===== config.mk =====
export PLATFORM = sky130hd
export DESIGN_NAME = reaction_timer_mp
export DESIGN_NICKNAME = d
export VERILOG_FILES = /design/src/rtl/reaction_pkg.sv /design/src/rtl/bcd_counter.sv /design/src/rtl/reaction_timer_mp.sv
export SDC_FILE = /design/constraint.sdc
export NUM_CORES = 1
export LEC_CHECK = 0
export ABC_AREA = 1
export CORE_MARGIN = 2
export CORE_UTILIZATION = 60
export CTS_CLUSTER_SIZE = 8
export DETAILED_ROUTE_END_ITERATION = 6
export MAX_ROUTING_LAYER = met4
export PLACE_DENSITY = 0.88
export SETUP_SLACK_MARGIN = 0.4
export SLEW_MARGIN = 25
export SYNTH_ARGS = -nofsm -noshare
export SYNTH_HDL_FRONTEND = slang
export SYNTH_SLANG_ARGS = --single-unit

===== constraint.sdc =====
create_clock -name clk -period 5.8 [get_ports clk]
set_clock_uncertainty 0.1 [all_clocks]
set_input_delay 1.16 -clock clk [delete_from_list [all_inputs] [get_ports clk]]
set_output_delay 1.16 -clock clk [all_outputs]
set_load 0.05 [all_outputs]

===== src/rtl/reaction_pkg.sv =====
// Shared types and constants for the multi-player reaction timer.
package reaction_pkg;

   typedef enum logic [2:0] {
      IDLE  = 3'd0,
      ARMED = 3'd1,
      GO    = 3'd2,
      DONE  = 3'd3,
      FAULT = 3'd4
   } state_t;

   // {r,g,b} colour codes for the RGB PWM
   localparam logic [2:0] COL_BLUE    = 3'b001;
   localparam logic [2:0] COL_RED     = 3'b100;
   localparam logic [2:0] COL_GREEN   = 3'b010;
   localparam logic [2:0] COL_WHITE   = 3'b111;
   localparam logic [2:0] COL_MAGENTA = 3'b101;

   // Right-shifting Galois LFSR taps for x^16+x^14+x^13+x^11+1
   localparam logic [15:0] LFSR_TAPS = 16'hB400;

   function automatic logic [2:0] state_colour(input state_t s);
      case (s)
         IDLE:    return COL_BLUE;
         ARMED:   return COL_RED;
         GO:      return COL_GREEN;
         DONE:    return COL_WHITE;
         FAULT:   return COL_MAGENTA;
         default: return COL_BLUE;
      endcase
   endfunction

   function automatic logic [15:0] lfsr_next(input logic [15:0] s);
      return {1'b0, s[15:1]} ^ (s[0] ? LFSR_TAPS : 16'h0000);
   endfunction

endpackage


===== src/rtl/bcd_counter.sv =====
// Multi-digit BCD up-counter with synchronous clear and saturation at all-9s.
module bcd_counter #(
   parameter int NDIGITS = 4
) (
   input  logic                 clk,
   input  logic                 RESET,
   input  logic                 clr,
   input  logic                 inc,
   output logic [NDIGITS*4-1:0] q,
   output logic                 at_max
);

   localparam logic [NDIGITS*4-1:0] ALL_NINES = {NDIGITS{4'h9}};

   logic [NDIGITS*4-1:0] cnt_q, cnt_d;
   logic                 carry;

   assign at_max = (cnt_q == ALL_NINES);
   assign q      = cnt_q;

   // Next count: clear wins, otherwise ripple a decimal carry up from digit 0
   always_comb begin
      // NOTE: every variable gets a default first so no path leaves it unassigned (no latch).
      cnt_d = cnt_q;
      carry = 1'b0;
      if (clr) begin
         cnt_d = '0;
      end else if (inc && !at_max) begin
         carry = 1'b1;
         for (int i = 0; i < NDIGITS; i++) begin
            if (carry) begin
               if (cnt_q[i*4 +: 4] == 4'd9) begin
                  cnt_d[i*4 +: 4] = 4'd0;
               end else begin
                  cnt_d[i*4 +: 4] = cnt_q[i*4 +: 4] + 4'd1;
                  carry           = 1'b0;
               end
            end
         end
      end
   end

   // Count register
   always_ff @(posedge clk or negedge RESET) begin
      // NOTE: flops use non-blocking assignments so every register samples pre-edge values.
      if (!RESET) cnt_q <= '0;
      else        cnt_q <= cnt_d;
   end

endmodule


===== src/rtl/reaction_timer_mp.sv =====
// Multi-player reaction timer: random arm delay, ms BCD race, winner and best times.
module reaction_timer_mp
   import reaction_pkg::*;
#(
   parameter int          NPLAYERS    = 2,
   parameter int          NDIGITS     = 4,
   parameter int          TICK_DIV    = 100000,
   parameter int          MIN_WAIT_MS = 1000,
   parameter int          WAIT_BITS   = 11,
   parameter logic [15:0] LFSR_SEED   = 16'hACE1
) (
   input  logic                                               clk,
   input  logic                                               RESET,
   input  logic                                               start,
   input  logic [NPLAYERS-1:0]                                enter,
   input  logic                                               clear_best,
   output logic [2:0]                                         state,
   output logic [2:0]                                         color,
   output logic [NDIGITS*4-1:0]                               live_bcd,
   output logic [NPLAYERS*NDIGITS*4-1:0]                      p_time,
   output logic [NPLAYERS*NDIGITS*4-1:0]                      p_best,
   output logic [NPLAYERS-1:0]                                done_mask,
   output logic [NPLAYERS-1:0]                                false_start,
   output logic [NPLAYERS-1:0]                                late,
   output logic [((NPLAYERS > 1) ? $clog2(NPLAYERS) : 1)-1:0] winner,
   output logic                                               winner_valid,
   output logic                                               tie
);

   localparam int TW       = NDIGITS * 4;
   localparam int WW       = (NPLAYERS > 1) ? $clog2(NPLAYERS) : 1;
   localparam int PRESC_W  = (TICK_DIV > 1) ? $clog2(TICK_DIV) : 1;
   localparam int DELAY_W  = $clog2(MIN_WAIT_MS + (1 << WAIT_BITS)) + 1;
   localparam logic [TW-1:0] ALL_NINES = {NDIGITS{4'h9}};

   state_t                state_q, state_d;
   logic [15:0]           lfsr_q, lfsr_d;
   logic [PRESC_W-1:0]    presc_q, presc_d;
   logic [DELAY_W-1:0]    delay_q, delay_d;
   logic                  start_prev_q;
   logic [NPLAYERS-1:0]   enter_prev_q;
   logic [NPLAYERS-1:0]   done_q, done_d;
   logic [NPLAYERS-1:0]   fs_q, fs_d;
   logic [NPLAYERS-1:0]   late_q, late_d;
   logic [WW-1:0]         winner_q, winner_d;
   logic                  winner_valid_q, winner_valid_d;
   logic                  tie_q, tie_d;

   logic                  start_rise;
   logic [NPLAYERS-1:0]   enter_rise;
   logic                  tick;
   logic [DELAY_W-1:0]    arm_delay;
   logic [NPLAYERS-1:0]   latch_v;
   logic [NPLAYERS-1:0]   late_set;
   logic                  clr_times;
   logic                  live_clr;
   logic                  live_inc;
   logic                  live_at_max;
   logic                  best_upd;

   assign start_rise = start & ~start_prev_q;
   assign enter_rise = enter & ~enter_prev_q;
   assign tick       = (presc_q == PRESC_W'(TICK_DIV - 1));
   assign arm_delay  = DELAY_W'(MIN_WAIT_MS) + DELAY_W'(lfsr_q[WAIT_BITS-1:0]);
   assign best_upd   = (state_d == DONE) && (state_q != DONE);

   bcd_counter #(.NDIGITS(NDIGITS)) u_live (
      .clk    (clk),
      .RESET  (RESET),
      .clr    (live_clr),
      .inc    (live_inc),
      .q      (live_bcd),
      .at_max (live_at_max)
   );

   // LFSR free-runs; prescaler restarts when a round is armed
   always_comb begin
      lfsr_d  = lfsr_next(lfsr_q);
      presc_d = (clr_times || tick) ? '0 : presc_q + PRESC_W'(1);
   end

   // Round FSM: arm delay, false starts, latching, winner and timeout
   always_comb begin
      state_d        = state_q;
      delay_d        = delay_q;
      done_d         = done_q;
      fs_d           = fs_q;
      late_d         = late_q;
      winner_d       = winner_q;
      winner_valid_d = winner_valid_q;
      tie_d          = tie_q;
      latch_v        = '0;
      late_set       = '0;
      clr_times      = 1'b0;
      live_clr       = 1'b0;
      live_inc       = 1'b0;
      case (state_q)
         IDLE, DONE, FAULT: begin
            if (start_rise) begin
               state_d        = ARMED;
               delay_d        = arm_delay;
               done_d         = '0;
               fs_d           = '0;
               late_d         = '0;
               winner_valid_d = 1'b0;
               tie_d          = 1'b0;
               clr_times      = 1'b1;
            end
         end
         ARMED: begin
            fs_d = fs_q | enter_rise;
            if (&fs_d) begin
               state_d = FAULT;
            end else if (tick) begin
               if (delay_q <= DELAY_W'(1)) begin
                  delay_d  = '0;
                  state_d  = GO;
                  live_clr = 1'b1;
               end else begin
                  delay_d = delay_q - DELAY_W'(1);
               end
            end
         end
         GO: begin
            live_inc = tick;
            latch_v  = enter_rise & ~fs_q & ~done_q;
            done_d   = done_q | latch_v;
            if (!winner_valid_q && (|latch_v)) begin
               winner_valid_d = 1'b1;
               tie_d          = ($countones(latch_v) > 1);
               // Walk downwards so the lowest pressed index is left standing
               for (int i = NPLAYERS - 1; i >= 0; i--) begin
                  if (latch_v[i]) winner_d = WW'(i);
               end
            end
            if (live_at_max) begin
               late_set = ~fs_q & ~done_d;
               late_d   = late_q | late_set;
               state_d  = DONE;
            end else if (&(done_d | fs_q)) begin
               state_d = DONE;
            end
         end
         default: state_d = IDLE;
      endcase
   end

   // Control and status registers
   always_ff @(posedge clk or negedge RESET) begin
      if (!RESET) begin
         state_q        <= IDLE;
         lfsr_q         <= LFSR_SEED;
         presc_q        <= '0;
         delay_q        <= '0;
         start_prev_q   <= 1'b0;
         enter_prev_q   <= '0;
         done_q         <= '0;
         fs_q           <= '0;
         late_q         <= '0;
         winner_q       <= '0;
         winner_valid_q <= 1'b0;
         tie_q          <= 1'b0;
      end else begin
         state_q        <= state_d;
         lfsr_q         <= lfsr_d;
         presc_q        <= presc_d;
         delay_q        <= delay_d;
         start_prev_q   <= start;
         enter_prev_q   <= enter;
         done_q         <= done_d;
         fs_q           <= fs_d;
         late_q         <= late_d;
         winner_q       <= winner_d;
         winner_valid_q <= winner_valid_d;
         tie_q          <= tie_d;
      end
   end

   // Per-player time latch and best-time keeper
   for (genvar p = 0; p < NPLAYERS; p++) begin : g_player
      logic [TW-1:0] time_q, time_d;
      logic [TW-1:0] best_q, best_d;

      // Latch race time or the timeout value; fold into best on DONE entry
      always_comb begin
         time_d = time_q;
         best_d = best_q;
         if (clr_times)        time_d = '0;
         else if (latch_v[p])  time_d = live_bcd;
         else if (late_set[p]) time_d = ALL_NINES;
         // Packed BCD compares correctly as plain binary
         if (clear_best) begin
            best_d = ALL_NINES;
         end else if (best_upd && done_d[p] && !late_d[p] && (time_d < best_q)) begin
            best_d = time_d;
         end
      end

      // Player time and best registers
      always_ff @(posedge clk or negedge RESET) begin
         // NOTE: best times are individual flops, so they take the async reset like any other state.
         if (!RESET) begin
            time_q <= '0;
            best_q <= ALL_NINES;
         end else begin
            time_q <= time_d;
            best_q <= best_d;
         end
      end

      assign p_time[p*TW +: TW] = time_q;
      assign p_best[p*TW +: TW] = best_q;
   end

   assign state        = state_q;
   assign color        = state_colour(state_q);
   assign done_mask    = done_q;
   assign false_start  = fs_q;
   assign late         = late_q;
   assign winner       = winner_q;
   assign winner_valid = winner_valid_q;
   assign tie          = tie_q;

endmodule


After elaboration in Yosys (flattened, before gate mapping)
Cells that the tools add are included.
{"block": "classes", "add_sub_neg": 8, "order_cmp": 4, "eq_ne": 16, "mux": 69, "bitwise": 15, "reduce_logical": 35}
{"operator": "16-bit 2-to-1 mux", "n": 13}
{"operator": "13-bit 2-to-1 mux", "n": 4}
{"operator": "16-bit < comparator", "n": 2}
{"operator": "4-bit 2-to-1 mux", "n": 7}
{"operator": "13-bit case mux with 2 select lines", "n": 1}
{"operator": "1-bit 2-to-1 mux", "n": 23}
{"operator": "3-bit 2-to-1 mux", "n": 6}
{"operator": "2-bit nonzero test", "n": 9}
{"operator": "17-bit by 1-bit adder with 17-bit output (second input constant)", "n": 1}
{"operator": "17-bit == test (second input constant)", "n": 1}
{"operator": "17-bit 2-to-1 mux", "n": 1}
{"operator": "4-bit by 1-bit adder with 4-bit output (second input constant)", "n": 4}
{"operator": "16-bit == test (second input constant)", "n": 1}
{"operator": "4-bit == test (second input constant)", "n": 4}
{"operator": "15-bit by 16-bit XOR with 16-bit output", "n": 1}
{"operator": "2-bit 2-to-1 mux", "n": 7}
{"operator": "13-bit by 1-bit <= comparator with 1-bit output (second input constant)", "n": 1}
{"operator": "13-bit by 1-bit subtractor with 13-bit output (second input constant)", "n": 1}
{"operator": "10-bit by 11-bit adder with 12-bit output (first input constant)", "n": 1}
{"operator": "2-bit case mux with 2 select lines", "n": 3}
{"operator": "3-bit case mux with 4 select lines", "n": 1}
{"operator": "2-bit AND reduction", "n": 6}
{"operator": "3-bit by 2-bit == test with 1-bit output (second input constant)", "n": 3}
{"operator": "1-bit logical AND", "n": 9}
{"operator": "20 further kinds", "n": 37}
{"block": "totals", "ff_bits": 141, "in_bits": 6, "out_inout_bits": 95}

Logic depth before layout (Yosys ltp)
Gate-level depths: netlist of the first run.
{"block": "logic_depth", "depth_word": 17, "mapped_depth": 21, "ltp_nobuf": 20}

By module
A second synthesis of the first run with hierarchy kept.
{"block": "hier_totals", "hier_cells": 901, "area_unflattened_um2": 7558.5}
{"module": "reaction_timer_mp", "instances": 1, "cells_each": 774, "area_each_um2": 6567.5}
{"module": "bcd_counter", "instances": 1, "cells_each": 127, "area_each_um2": 991.0}

Least setup slack after synthesis of the first run
OpenSTA, ideal clock, no wires.
{"block": "synth_path", "path_kind": "input to register", "startpoint": "in start", "endpoint": "reg g_player[1].best_q[10]", "setup_time_ps": 120, "arrival_ps": 3515, "required_ps": 5580, "path_slack_ps": 2064, "stages": 15, "n_path_buf": 2, "path_cell_list": "inv_1 -> nor2_1 -> nand2_2 -> clkinv_1 -> clkbuf_1 -> a211oi_1 -> ha_1 -> a21oi_1 -> nand3b_1 -> a21oi_1 -> nor4_4 -> nand2_4 -> buf_6 -> nand3_1 -> nand2_1"}
{"block": "synth_via", "elab_cells_between_ends": 20}
{"element": "from (decl)", "line_no": "reaction_timer_mp.sv:14", "source": "input logic start,"}
{"element": "1-bit AND", "line_no": "reaction_timer_mp.sv:61", "source": "assign start_rise = start & ~start_prev_q;"}
{"element": "1-bit 2-to-1 mux", "line_no": "reaction_timer_mp.sv:99", "source": "if (start_rise) begin"}
{"element": "1-bit 2-to-1 mux", "line_no": "reaction_timer_mp.sv:97", "source": "case (state_q)"}
{"element": "16-bit 2-to-1 mux", "line_no": "reaction_timer_mp.sv:188", "source": "if (clr_times) time_d = '0;"}
{"element": "via g_player[1].time_d[9]", "line_no": "reaction_timer_mp.sv:181", "source": "logic [TW-1:0] time_q, time_d;"}
{"element": "16-bit < comparator", "line_no": "reaction_timer_mp.sv:194", "source": "end else if (best_upd && done_d[p] && !late_d[p] && (time_d < best_q)) begin"}
{"element": "1-bit logical AND", "line_no": "reaction_timer_mp.sv:194"}
{"element": "2-bit nonzero test (no line)"}
{"element": "to (signal assigned)", "line_no": "reaction_timer_mp.sv:207", "source": "best_q <= best_d;"}
{"element": "to (decl)", "line_no": "reaction_timer_mp.sv:182", "source": "logic [TW-1:0] best_q, best_d;"}
The timed path passes the listed nets, and every way through them passes these cells. The select of a mux whose other input is x is not followed.
A chain may end at the register's enable or synchronous reset.

Worst setup path after layout of the first run
{"block": "layout_path", "startpoint": "in enter[1]", "endpoint": "reg g_player[1].best_q[7]"}
{"block": "layout_via", "elab_cells_between_ends": 34}
{"element": "from (decl)", "line_no": "reaction_timer_mp.sv:15", "source": "input logic [NPLAYERS-1:0] enter,"}
{"element": "2-bit AND (*)", "line_no": "reaction_timer_mp.sv:62", "source": "assign enter_rise = enter & ~enter_prev_q;"}
{"element": "2-bit AND (*) (2 in series)", "line_no": "reaction_timer_mp.sv:126", "source": "latch_v = enter_rise & ~fs_q & ~done_q;"}
{"element": "2-bit bitwise OR", "line_no": "reaction_timer_mp.sv:127", "source": "done_d = done_q | latch_v;"}
{"element": "2-bit NOT", "line_no": "reaction_timer_mp.sv:137", "source": "late_set = ~fs_q & ~done_d;"}
{"element": "2-bit AND", "line_no": "reaction_timer_mp.sv:137"}
{"element": "2-bit 2-to-1 mux", "line_no": "reaction_timer_mp.sv:136", "source": "if (live_at_max) begin"}
{"element": "2-bit 2-to-1 mux", "line_no": "reaction_timer_mp.sv:97"}
{"element": "16-bit 2-to-1 mux", "line_no": "reaction_timer_mp.sv:190", "source": "else if (late_set[p]) time_d = ALL_NINES;"}
{"element": "16-bit 2-to-1 mux (*)", "line_no": "reaction_timer_mp.sv:189", "source": "else if (latch_v[p]) time_d = live_bcd;"}
{"element": "16-bit 2-to-1 mux (*)", "line_no": "reaction_timer_mp.sv:188"}
{"element": "via g_player[1].time_d[10]", "line_no": "reaction_timer_mp.sv:181"}
{"element": "16-bit < comparator (*)", "line_no": "reaction_timer_mp.sv:194"}
{"element": "1-bit logical AND (*)", "line_no": "reaction_timer_mp.sv:194"}
{"element": "2-bit nonzero test (no line) (*)"}
Mark *: on every way through the listed nets, which the timed path passes. The rest lies on a longest branch. The select of a mux whose other input is x is not followed.

==> metrics.txt, run 1 <==
# TYPE chip_impl_metric gauge
chip_impl_metric{name="number_of_synthesized_flops_with_an_enable_pin",unit=""} 0
chip_impl_metric{name="setup-tns-final",unit="ns"} 0
chip_impl_metric{name="detail_route.first_pass.iterations",unit=""} 5
chip_impl_metric{name="total_power",unit="mW"} 4.55
chip_impl_metric{name="comb_power_share",unit="%"} 44.4
chip_impl_metric{name="syn-num-nets",unit=""} 918
chip_impl_metric{name="global_route.usage.total",unit="%"} 32.0
chip_impl_metric{name="critical_path_at",unit="ns"} 4.87
chip_impl_metric{name="coreArea",unit="µm²"} 12500
chip_impl_metric{name="post_cts_resize_count",unit=""} 0
chip_impl_info{name="worstHoldStart",value="lfsr_q[12]"} 1
chip_impl_metric{name="cell_internal_power",unit="mW"} 2.60
chip_impl_metric{name="final.min_clock_period",unit="ns"} 4.59
chip_impl_metric{name="cts_post_setup_buffers_inserted",unit=""} 0
chip_impl_metric{name="synth.distinct_cells",unit=""} 48
chip_impl_metric{name="drc",unit=""} 0
chip_impl_metric{name="min_path_cells",unit=""} 0
chip_impl_metric{name="cell_count_after_synthesis",unit=""} 878
chip_impl_info{name="crit_path_end_kind",value="register"} 1
chip_impl_metric{name="clock_sink_count",unit=""} 141
chip_impl_metric{name="reg2regPathDepth",unit=""} 16
chip_impl_metric{name="die_area",unit="µm²"} 13500
chip_impl_metric{name="pwr-share-clk",unit="%"} 25.7
chip_impl_metric{name="htree_levels",unit=""} 4
chip_impl_info{name="reg2reg_to",value="g_player[1].best_q[7]"} 1
chip_impl_metric{name="total_leakage_power",unit="nW"} 4.46
chip_impl_metric{name="timing.final.ws_setup",unit="ns"} 1.21
chip_impl_metric{name="final_cell_utilization_of_the_core",unit="%"} 75.3
chip_impl_metric{name="yosys_warning_total",unit=""} 0
chip_impl_metric{name="floorplan.initialDensity",unit="%"} 60.7
chip_impl_info{name="min_path_type",value="register to register"} 1
chip_impl_metric{name="switching_power",unit="mW"} 1.95
chip_impl_metric{name="cts_inserted_buffers",unit=""} 17
chip_impl_metric{name="final-seq-area",unit="µm²"} 3560
chip_impl_metric{name="clk_pin_slew_worst_paths",unit="ns"} 0.06
chip_impl_info{name="tritoncts",value="done"} 1
chip_impl_metric{name="layout-drive-gt1-share",unit="%"} 13.1
chip_impl_info{name="worstHoldEndpoint",value="lfsr_q[11]"} 1
chip_impl_metric{name="detail_route.wl_per_cell",unit="µm"} 17.1
chip_impl_metric{name="synth_area_per_cell",unit="µm²"} 8.62
chip_impl_metric{name="grt_pass1_wl",unit="µm"} 31900
chip_impl_metric{name="sequentialPowerShare",unit="%"} 30.0
chip_impl_metric{name="portBuffers",unit=""} 100
chip_impl_metric{name="first_global_vias",unit=""} 6339
chip_impl_metric{name="drv.max_cap_violation_count",unit=""} 0
chip_impl_metric{name="iteration_0_drc_count_of_the_detailed_router",unit=""} 576
chip_impl_info{name="status",value="finished clean"} 1
chip_impl_metric{name="grt_antenna_before_repair",unit=""} 0
chip_impl_metric{name="worst_tran_pin_value",unit="ns"} 0.870
chip_impl_metric{name="multi_input_area",unit="µm²"} 3440
chip_impl_info{name="worst-setup-path-type",value="input pin to register"} 1
chip_impl_metric{name="synth.top_cell.area_share",unit="%"} 38.7
chip_impl_metric{name="die_width",unit="µm"} 116
chip_impl_metric{name="place.detailed.instances",unit=""} 1137
chip_impl_metric{name="postCtsHoldBufs",unit=""} 0
chip_impl_info{name="timing.critical_path.from_type",value="input pin"} 1
chip_impl_metric{name="n_antenna_cell",unit=""} 0
chip_impl_metric{name="timing.final.crit_share",unit="%"} 79.1
chip_impl_metric{name="top_level_ports",unit=""} 101
chip_impl_metric{name="floorplan.die.height",unit="µm"} 116
chip_impl_metric{name="maxClockFrequency",unit="MHz"} 218
chip_impl_metric{name="detailedPlace.worstSlack",unit="ns"} 0.917
chip_impl_metric{name="detailroute.via_count",unit=""} 6803
chip_impl_metric{name="drtAntennaViolNets",unit=""} 0
chip_impl_metric{name="mappedNetlistArea",unit="µm²"} 7570
chip_impl_metric{name="seq_area_frac_synth",unit="%"} 47.0
chip_impl_metric{name="wirelength_routed",unit="µm"} 20000
chip_impl_metric{name="pwr_density_cell",unit="nW/µm²"} 485
chip_impl_metric{name="r2r_setup_slack",unit="ns"} 1.71
chip_impl_metric{name="via_per_inst",unit=""} 5.82
chip_impl_info{name="synth-main-ff-cell",value="dfrtp_1"} 1
chip_impl_info{name="launch_instance_of_the_worst_register_to_register_path",value="state[0]"} 1
chip_impl_metric{name="timing_hold_violations_final",unit=""} 0
chip_impl_metric{name="ir_drop",unit="µV"} 286
chip_impl_metric{name="nNetsFinal",unit=""} 1024
chip_impl_metric{name="gp_congestion",unit=""} 0.928
chip_impl_metric{name="floorplan.rows",unit=""} 41
chip_impl_metric{name="critPathRequiredTime",unit="ns"} 6.08
chip_impl_metric{name="clk-insertion-delay-late",unit="ns"} 0.44
chip_impl_metric{name="grt_max_degree",unit=""} 99
chip_impl_info{name="rsz0062_at_grt",value="no"} 1
chip_impl_metric{name="netSwitchingFraction",unit="%"} 42.9
chip_impl_info{name="yosys.area.top_type",value="dfrtp_1"} 1
chip_impl_metric{name="detailed_place_hpwl",unit="µm"} 14000
chip_impl_info{name="clock-root-buffer",value="clkbuf_16"} 1
chip_impl_metric{name="max_slew_margin",unit="%"} 42.0
chip_impl_metric{name="area.growth.synth_to_final",unit="%"} 24.0
chip_impl_metric{name="synth_seq_cells",unit=""} 141
chip_impl_metric{name="finalNonFillerCells",unit=""} 1169
chip_impl_metric{name="postSynth.asyncResetShare",unit="%"} 100
chip_impl_metric{name="finalSetupViolCount",unit=""} 0
chip_impl_metric{name="slew_viol_final",unit=""} 0
chip_impl_info{name="largest_cells_by_area_after_synthesis",value="dfrtp_1 (39%), dfstp_2 (8.3%), nand2_1 (7.3%)"} 1
chip_impl_metric{name="globalRouteOverflowTotal",unit=""} 0
chip_impl_metric{name="clk_path_buf_depth",unit=""} 2
chip_impl_metric{name="critical_path_peak_fanout",unit=""} 17
chip_impl_metric{name="n_fill_cell",unit=""} 872
==> synthesized netlist by cell type, types with 2 or more instances <==
cell type / instances
a211oi_1: 18
a21oi_1: 57
a221oi_1: 14
a22oi_1: 3
a31oi_1: 5
a32oi_1: 2
and3_1: 3
buf_2: 6
buf_6: 2
clkbuf_1: 14
clkinv_1: 2
dfrtp_1: 117
dfstp_2: 24
ha_1: 34
inv_1: 111
inv_2: 9
nand2_1: 147
nand2_2: 9
nand2_4: 7
nand3_1: 46
nand3_2: 11
nand3b_1: 2
nand4_1: 32
nor2_1: 77
nor2_2: 3
nor2_4: 2
nor2_8: 2
nor3_1: 18
nor3b_1: 2
nor4_1: 8
nor4_4: 2
o211ai_1: 4
o21a_1: 2
o21ai_0: 39
o21ai_1: 2
o22ai_1: 2
o31ai_1: 4
o32ai_1: 2
or2_2: 15
xnor2_1: 2
xor2_1: 10
==> metal layers <==
| layer | track usage [%] | routed length (µm) | vias up |
|---|---|---|---|
| met5 | - | 0 | - |
| met4 | 14.8 | 790 | 0 |
| met3 | 7.47 | 1330 | 61 |
| met2 | 47.7 | 9280 | 290 |
| met1 | 41.9 | 8590 | 3260 |
| li1 | - | - | 3192 |
==> stage by stage <==
step | cell area (µm²) | hold slack, ns
after floorplan | 7570 | 0.233
after CTS | 9390 | 0.256
after detailed placement | 8750 | 0.243
after global routing | 9390 | 0.266
after global placement | 8750 | 0.241
final | 9390 | 0.251
==> critical path: stages <==
cell	delay (ns)
clkdlybuf4s50_1	0.52
nand4_1	0.13
nor2_2	0.52
buf_4	0.31
a21oi_1	0.06
a211oi_1	0.51
ha_1	0.38
nand3b_1	0.10
a21oi_1	0.10
nor4_4	0.49
nand2_4	0.23
nand2_2	0.20
nand2_1	0.09
nand2_1	0.07
==> flip-flops by register name, indices dropped and copies added (netlist names) <==
signal	count
g_player.best_q	32
g_player.time_q	32
presc_q	17
lfsr_q	16
u_live.q	16
delay_q	13
state	3
done_mask	2
enter_prev_q	2
false_start	2
late	2
start_prev_q	1
tie	1
winner	1
winner_valid	1
==> layout by cell type (no fill, tap or decap), drive strengths merged, types with 3 or more instances in the layout <==
master and instances:
nand2 163, inv 120, dfrtp 117, clkdlybuf4s50 99, nor2 84, nand3 58, a21oi 57, o21ai 42
ha 34, nand4 32, dfstp 24, clkbuf 21, nor3 19, a211oi 18, or2 15, a221oi 14
buf 11, xor2 10, nor4 10, clkinv 7, a31oi 5, o211ai 4, o31ai 4, bufinv 4
and3 3, a22oi 3
==> cells by family (layout without fill, tap and decap cells) <==
family          count (synthesis)  count (layout)  share of synthesized area, %
compound gates                157             157                          12.6
xor+xnor                       12              12                          1.39
fa+ha+maj                      34              34                          5.62
buf+inv                       145             264                          7.54
flops                         141             141                          47.0
simple gates                  389             389                          25.9
==> power groups by stage <==
| stage | Clock [mW] | Combinational, mW | Sequential (mW) |
|---|---|---|---|
| final | 1.17 | 2.02 | 1.36 |
| after global routing | 1.22 | 2.18 | 1.38 |
| after CTS | 1.17 | 2.01 | 1.36 |
| after detailed placement | 0 | 1.98 | 1.37 |
| after global placement | 0 | 1.94 | 1.37 |
| after floorplan | 0 | 0.944 | 1.80 |
==> final cells by class <==
class,instances,area share [%]
inverter,122,4.88
timing repair buffer,110,11.5
clock buffer,21,5.01
multi-input combinational,592,36.7
sequential,141,37.9
tap,172,2.29
clock inverter,11,1.75
==> worst max-delay path by stage <==
stage	startpoint	endpoint	slack, ns
floorplan	start	g_player[1].best_q[10]	2.06
global placement	enter[1]	g_player[1].best_q[0]	0.97
detailed placement	enter[1]	g_player[1].best_q[11]	0.92
CTS	enter[1]	g_player[1].best_q[11]	1.30
global route	enter[1]	g_player[1].best_q[0]	0.91
finish	enter[1]	g_player[1].best_q[7]	1.21
(Power assumes the default switching activity.)
==> inputs of run 2 (changes only) <==
--- a/config.mk
+++ b/config.mk
@@ -7,11 +7,11 @@
 export LEC_CHECK = 0
 export ABC_AREA = 1
 export CORE_MARGIN = 2
-export CORE_UTILIZATION = 60
+export CORE_UTILIZATION = 50
 export CTS_CLUSTER_SIZE = 8
 export DETAILED_ROUTE_END_ITERATION = 6
 export MAX_ROUTING_LAYER = met4
-export PLACE_DENSITY = 0.88
+export PLACE_DENSITY = 0.78
 export SETUP_SLACK_MARGIN = 0.4
 export SLEW_MARGIN = 25
 export SYNTH_ARGS = -nofsm -noshare
==> constraint.sdc (replaced) <==
create_clock -name clk -period 3.95 [get_ports clk]
set_clock_uncertainty 0.1 [all_clocks]
set_input_delay 0.79 -clock clk [delete_from_list [all_inputs] [get_ports clk]]
set_output_delay 0.79 -clock clk [all_outputs]
set_load 0.05 [all_outputs]
==> run 2 against run 1 <==
Net effect: the flow now finishes with violations (design-rule violations); count of clock-buffer cells in the layout grew 3; power grew 51%; hold slack lost 0.0022 ns; routed wire length grew 6.6%; critical path depth is the same; sequential power grew 48%; largest power group unchanged.
==> metrics.txt, run 2 (synthesis gave the netlist of run 1 again) <==
# TYPE chip_impl_metric gauge
chip_impl_info{name="biggestRegsByFlops",value="g_player.best_q x32, g_player.time_q x32, presc_q x17"} 1
chip_impl_metric{name="grt_pass1_wl",unit="µm"} 33100
chip_impl_metric{name="drtAntennaViolNets",unit=""} 0
chip_impl_metric{name="ir_drop",unit="µV"} 444
chip_impl_info{name="rsz0062_at_grt",value="yes"} 1
chip_impl_metric{name="global_route.usage.total",unit="%"} 27.0
chip_impl_info{name="commonest_non_fill_non_tap_cell_in_the_layout",value="nand2_1"} 1
chip_impl_metric{name="gp_congestion",unit=""} 0.892
chip_impl_info{name="crit_path_end_kind",value="register"} 1
chip_impl_info{name="tritoncts",value="done"} 1
chip_impl_metric{name="htree_levels",unit=""} 4
chip_impl_metric{name="grt_antenna_before_repair",unit=""} 0
chip_impl_metric{name="slew_viol_final",unit=""} 0
chip_impl_metric{name="drv.max_cap_violation_count",unit=""} 0
chip_impl_metric{name="area.growth.synth_to_final",unit="%"} 30.5
chip_impl_metric{name="layout-drive-gt1-share",unit="%"} 17.8
chip_impl_metric{name="wirelength_routed",unit="µm"} 21300
chip_impl_metric{name="detail_route.wl_per_cell",unit="µm"} 17.6
chip_impl_metric{name="r2r_setup_slack",unit="ns"} 0.65
chip_impl_info{name="clock-root-buffer",value="clkbuf_16"} 1
chip_impl_metric{name="nNetsFinal",unit=""} 1054
chip_impl_metric{name="drc",unit=""} 2
chip_impl_info{name="critical_path.slowest_cell",value="clkdlybuf4s50_1"} 1
chip_impl_metric{name="cts_inserted_buffers",unit=""} 17
chip_impl_metric{name="die_width",unit="µm"} 127
chip_impl_metric{name="setup-tns-final",unit="ns"} 0
chip_impl_info{name="timing.critical_path.cells",value="clkdlybuf4s50_1 > nand4_1 > nor2_2 > buf_12 > a21oi_1 > a211oi_1 > ha_1 > a21oi_1 > o211ai_1 > nor4_4 > buf_4 > buf_4 > nand4_1 > nand2_1"} 1
chip_impl_metric{name="detailed_place_hpwl",unit="µm"} 14800
chip_impl_metric{name="n_antenna_cell",unit=""} 0
chip_impl_metric{name="clk_path_buf_depth",unit=""} 2
chip_impl_metric{name="worst_tran_pin_value",unit="ns"} 0.723
chip_impl_metric{name="die_area",unit="µm²"} 16100
chip_impl_info{name="worst-setup-path-type",value="input pin to register"} 1
chip_impl_metric{name="grt_max_degree",unit=""} 78
chip_impl_metric{name="iteration_0_drc_count_of_the_detailed_router",unit=""} 692
chip_impl_metric{name="detail_route.first_pass.iterations",unit=""} 7
chip_impl_metric{name="pwr_density_cell",unit="nW/µm²"} 696
chip_impl_metric{name="portBuffers",unit=""} 100
chip_impl_metric{name="total_power",unit="mW"} 6.88
chip_impl_metric{name="timing.final.crit_share",unit="%"} 88.0
chip_impl_metric{name="critical_path_at",unit="ns"} 3.74
chip_impl_metric{name="finalNonFillerCells",unit=""} 1211
chip_impl_info{name="status",value="finished, violations left"} 1
chip_impl_metric{name="place.detailed.instances",unit=""} 1173
chip_impl_metric{name="top_level_ports",unit=""} 101
chip_impl_metric{name="clk_pin_slew_worst_paths",unit="ns"} 0.06
chip_impl_metric{name="critPathRequiredTime",unit="ns"} 4.21
chip_impl_metric{name="detailroute.via_count",unit=""} 6923
chip_impl_metric{name="max_slew_margin",unit="%"} 51.8
chip_impl_info{name="most-common-layout-cells",value="nand2_1 (147), dfrtp_1 (115), inv_1 (111)"} 1
chip_impl_metric{name="total_leakage_power",unit="nW"} 4.62
chip_impl_metric{name="clock_sink_count",unit=""} 141
chip_impl_metric{name="maxClockFrequency",unit="MHz"} 288
chip_impl_metric{name="floorplan.rows",unit=""} 44
chip_impl_metric{name="globalRouteOverflowTotal",unit=""} 0
chip_impl_info{name="timing.critical_path.from_type",value="input pin"} 1
chip_impl_metric{name="floorplan.initialDensity",unit="%"} 51.7
chip_impl_metric{name="clk-insertion-delay-late",unit="ns"} 0.43
chip_impl_metric{name="timing.critical_path.slowest_cell_delay",unit="ns"} 0.52
chip_impl_metric{name="finalSetupViolCount",unit=""} 0
chip_impl_metric{name="timing_hold_violations_final",unit=""} 0
chip_impl_metric{name="coreArea",unit="µm²"} 14600
chip_impl_info{name="violated_checks",value="design-rule violations"} 1
chip_impl_info{name="min_path_type",value="register to register"} 1
chip_impl_metric{name="floorplan.die.height",unit="µm"} 127
chip_impl_metric{name="final.min_clock_period",unit="ns"} 3.48
chip_impl_metric{name="via_per_inst",unit=""} 5.72
chip_impl_metric{name="first_global_vias",unit=""} 6559
chip_impl_metric{name="critical_path_peak_fanout",unit=""} 30
run 2: cell count changes in the layout (fill, tap and decap cells not counted), sizes merged:
cell,delta
clkinv,-2
buf,+27
nand2,+1
clkinvlp,-1
clkbuf,+4
nand3,+1
run 2: metrics by stage:
step / setup WS (ns) / hold slack [ns] / cell area [µm²] / util [%]
finish: 0.473 / 0.249 / 9880 / 67.5
global route: 0.358 / 0.257 / 9880 / 67.5
CTS: 0.432 / 0.252 / 9620 / 65.7
detailed placement: -0.0249 / 0.245 / 9000 / 61.5
global placement: 0.0481 / 0.236 / 9000 / 61.5
floorplan: 0.433 / 0.233 / 7570 / -
run 2: timing repair:
item | 4_1_cts | 5_1_grt
hold endpoints to repair | 0 | 0
setup endpoints to repair | 7 | 32
gates cloned | 0 | 3
setup buffers | 0 | 3
resized for setup | 2 | 33
hold buffers | 0 | 0
pin swaps | 0 | 8
run 2: worst max-delay path: cells and delay by family:
family / cells / cell delay (ns)
buffers and inverters: 4 / 1.09
AO/OA/AOI/OAI: 4 / 0.79
AND/OR/NAND/NOR: 5 / 0.71
adder cells (fa/ha/maj): 1 / 0.34
run 2: power breakdown:
part | switching (mW) | internal, mW | total (mW) | leakage [nW]
combinational | 2.09 | 1.11 | 3.20 | 2.55
clock | 0.594 | 1.07 | 1.66 | 0.292
sequential | 0.256 | 1.76 | 2.01 | 1.78
run 2: area by class of cell:
type | instances | area, µm²
clock buffer | 24 | 462
clock inverter | 8 | 143
fill | 1142 | 4770
inverter | 122 | 460
multi-input combinational | 594 | 3660
sequential | 141 | 3560
tap | 184 | 230
timing repair buffer | 138 | 1360
run 2: metal layers:
metal / vias up / share of wire (%) / track usage (%)
li1: 3254 / - / -
met1: 3320 / 43 / 35.6
met2: 299 / 48 / 41.5
met3: 50 / 6.9 / 5.32
met4: 0 / 2.8 / 10.9
met5: - / 0 / -
run 2: worst paths after layout:
| path | cells after the start | start | endpoint |
|---|---|---|---|
| worst max-delay path | 14 | enter[1] | g_player[1].best_q[10] |
| worst max register to register | 15 | u_live.q[7] | g_player[1].best_q[10] |
| max in group asynchronous | 2 | RESET | g_player[0].best_q[4] |
| min in group asynchronous | 1 | RESET | presc_q[12] |
| worst min-delay path | 0 | lfsr_q[12] | lfsr_q[11] |
| worst min register to register | 0 | lfsr_q[12] | lfsr_q[11] |
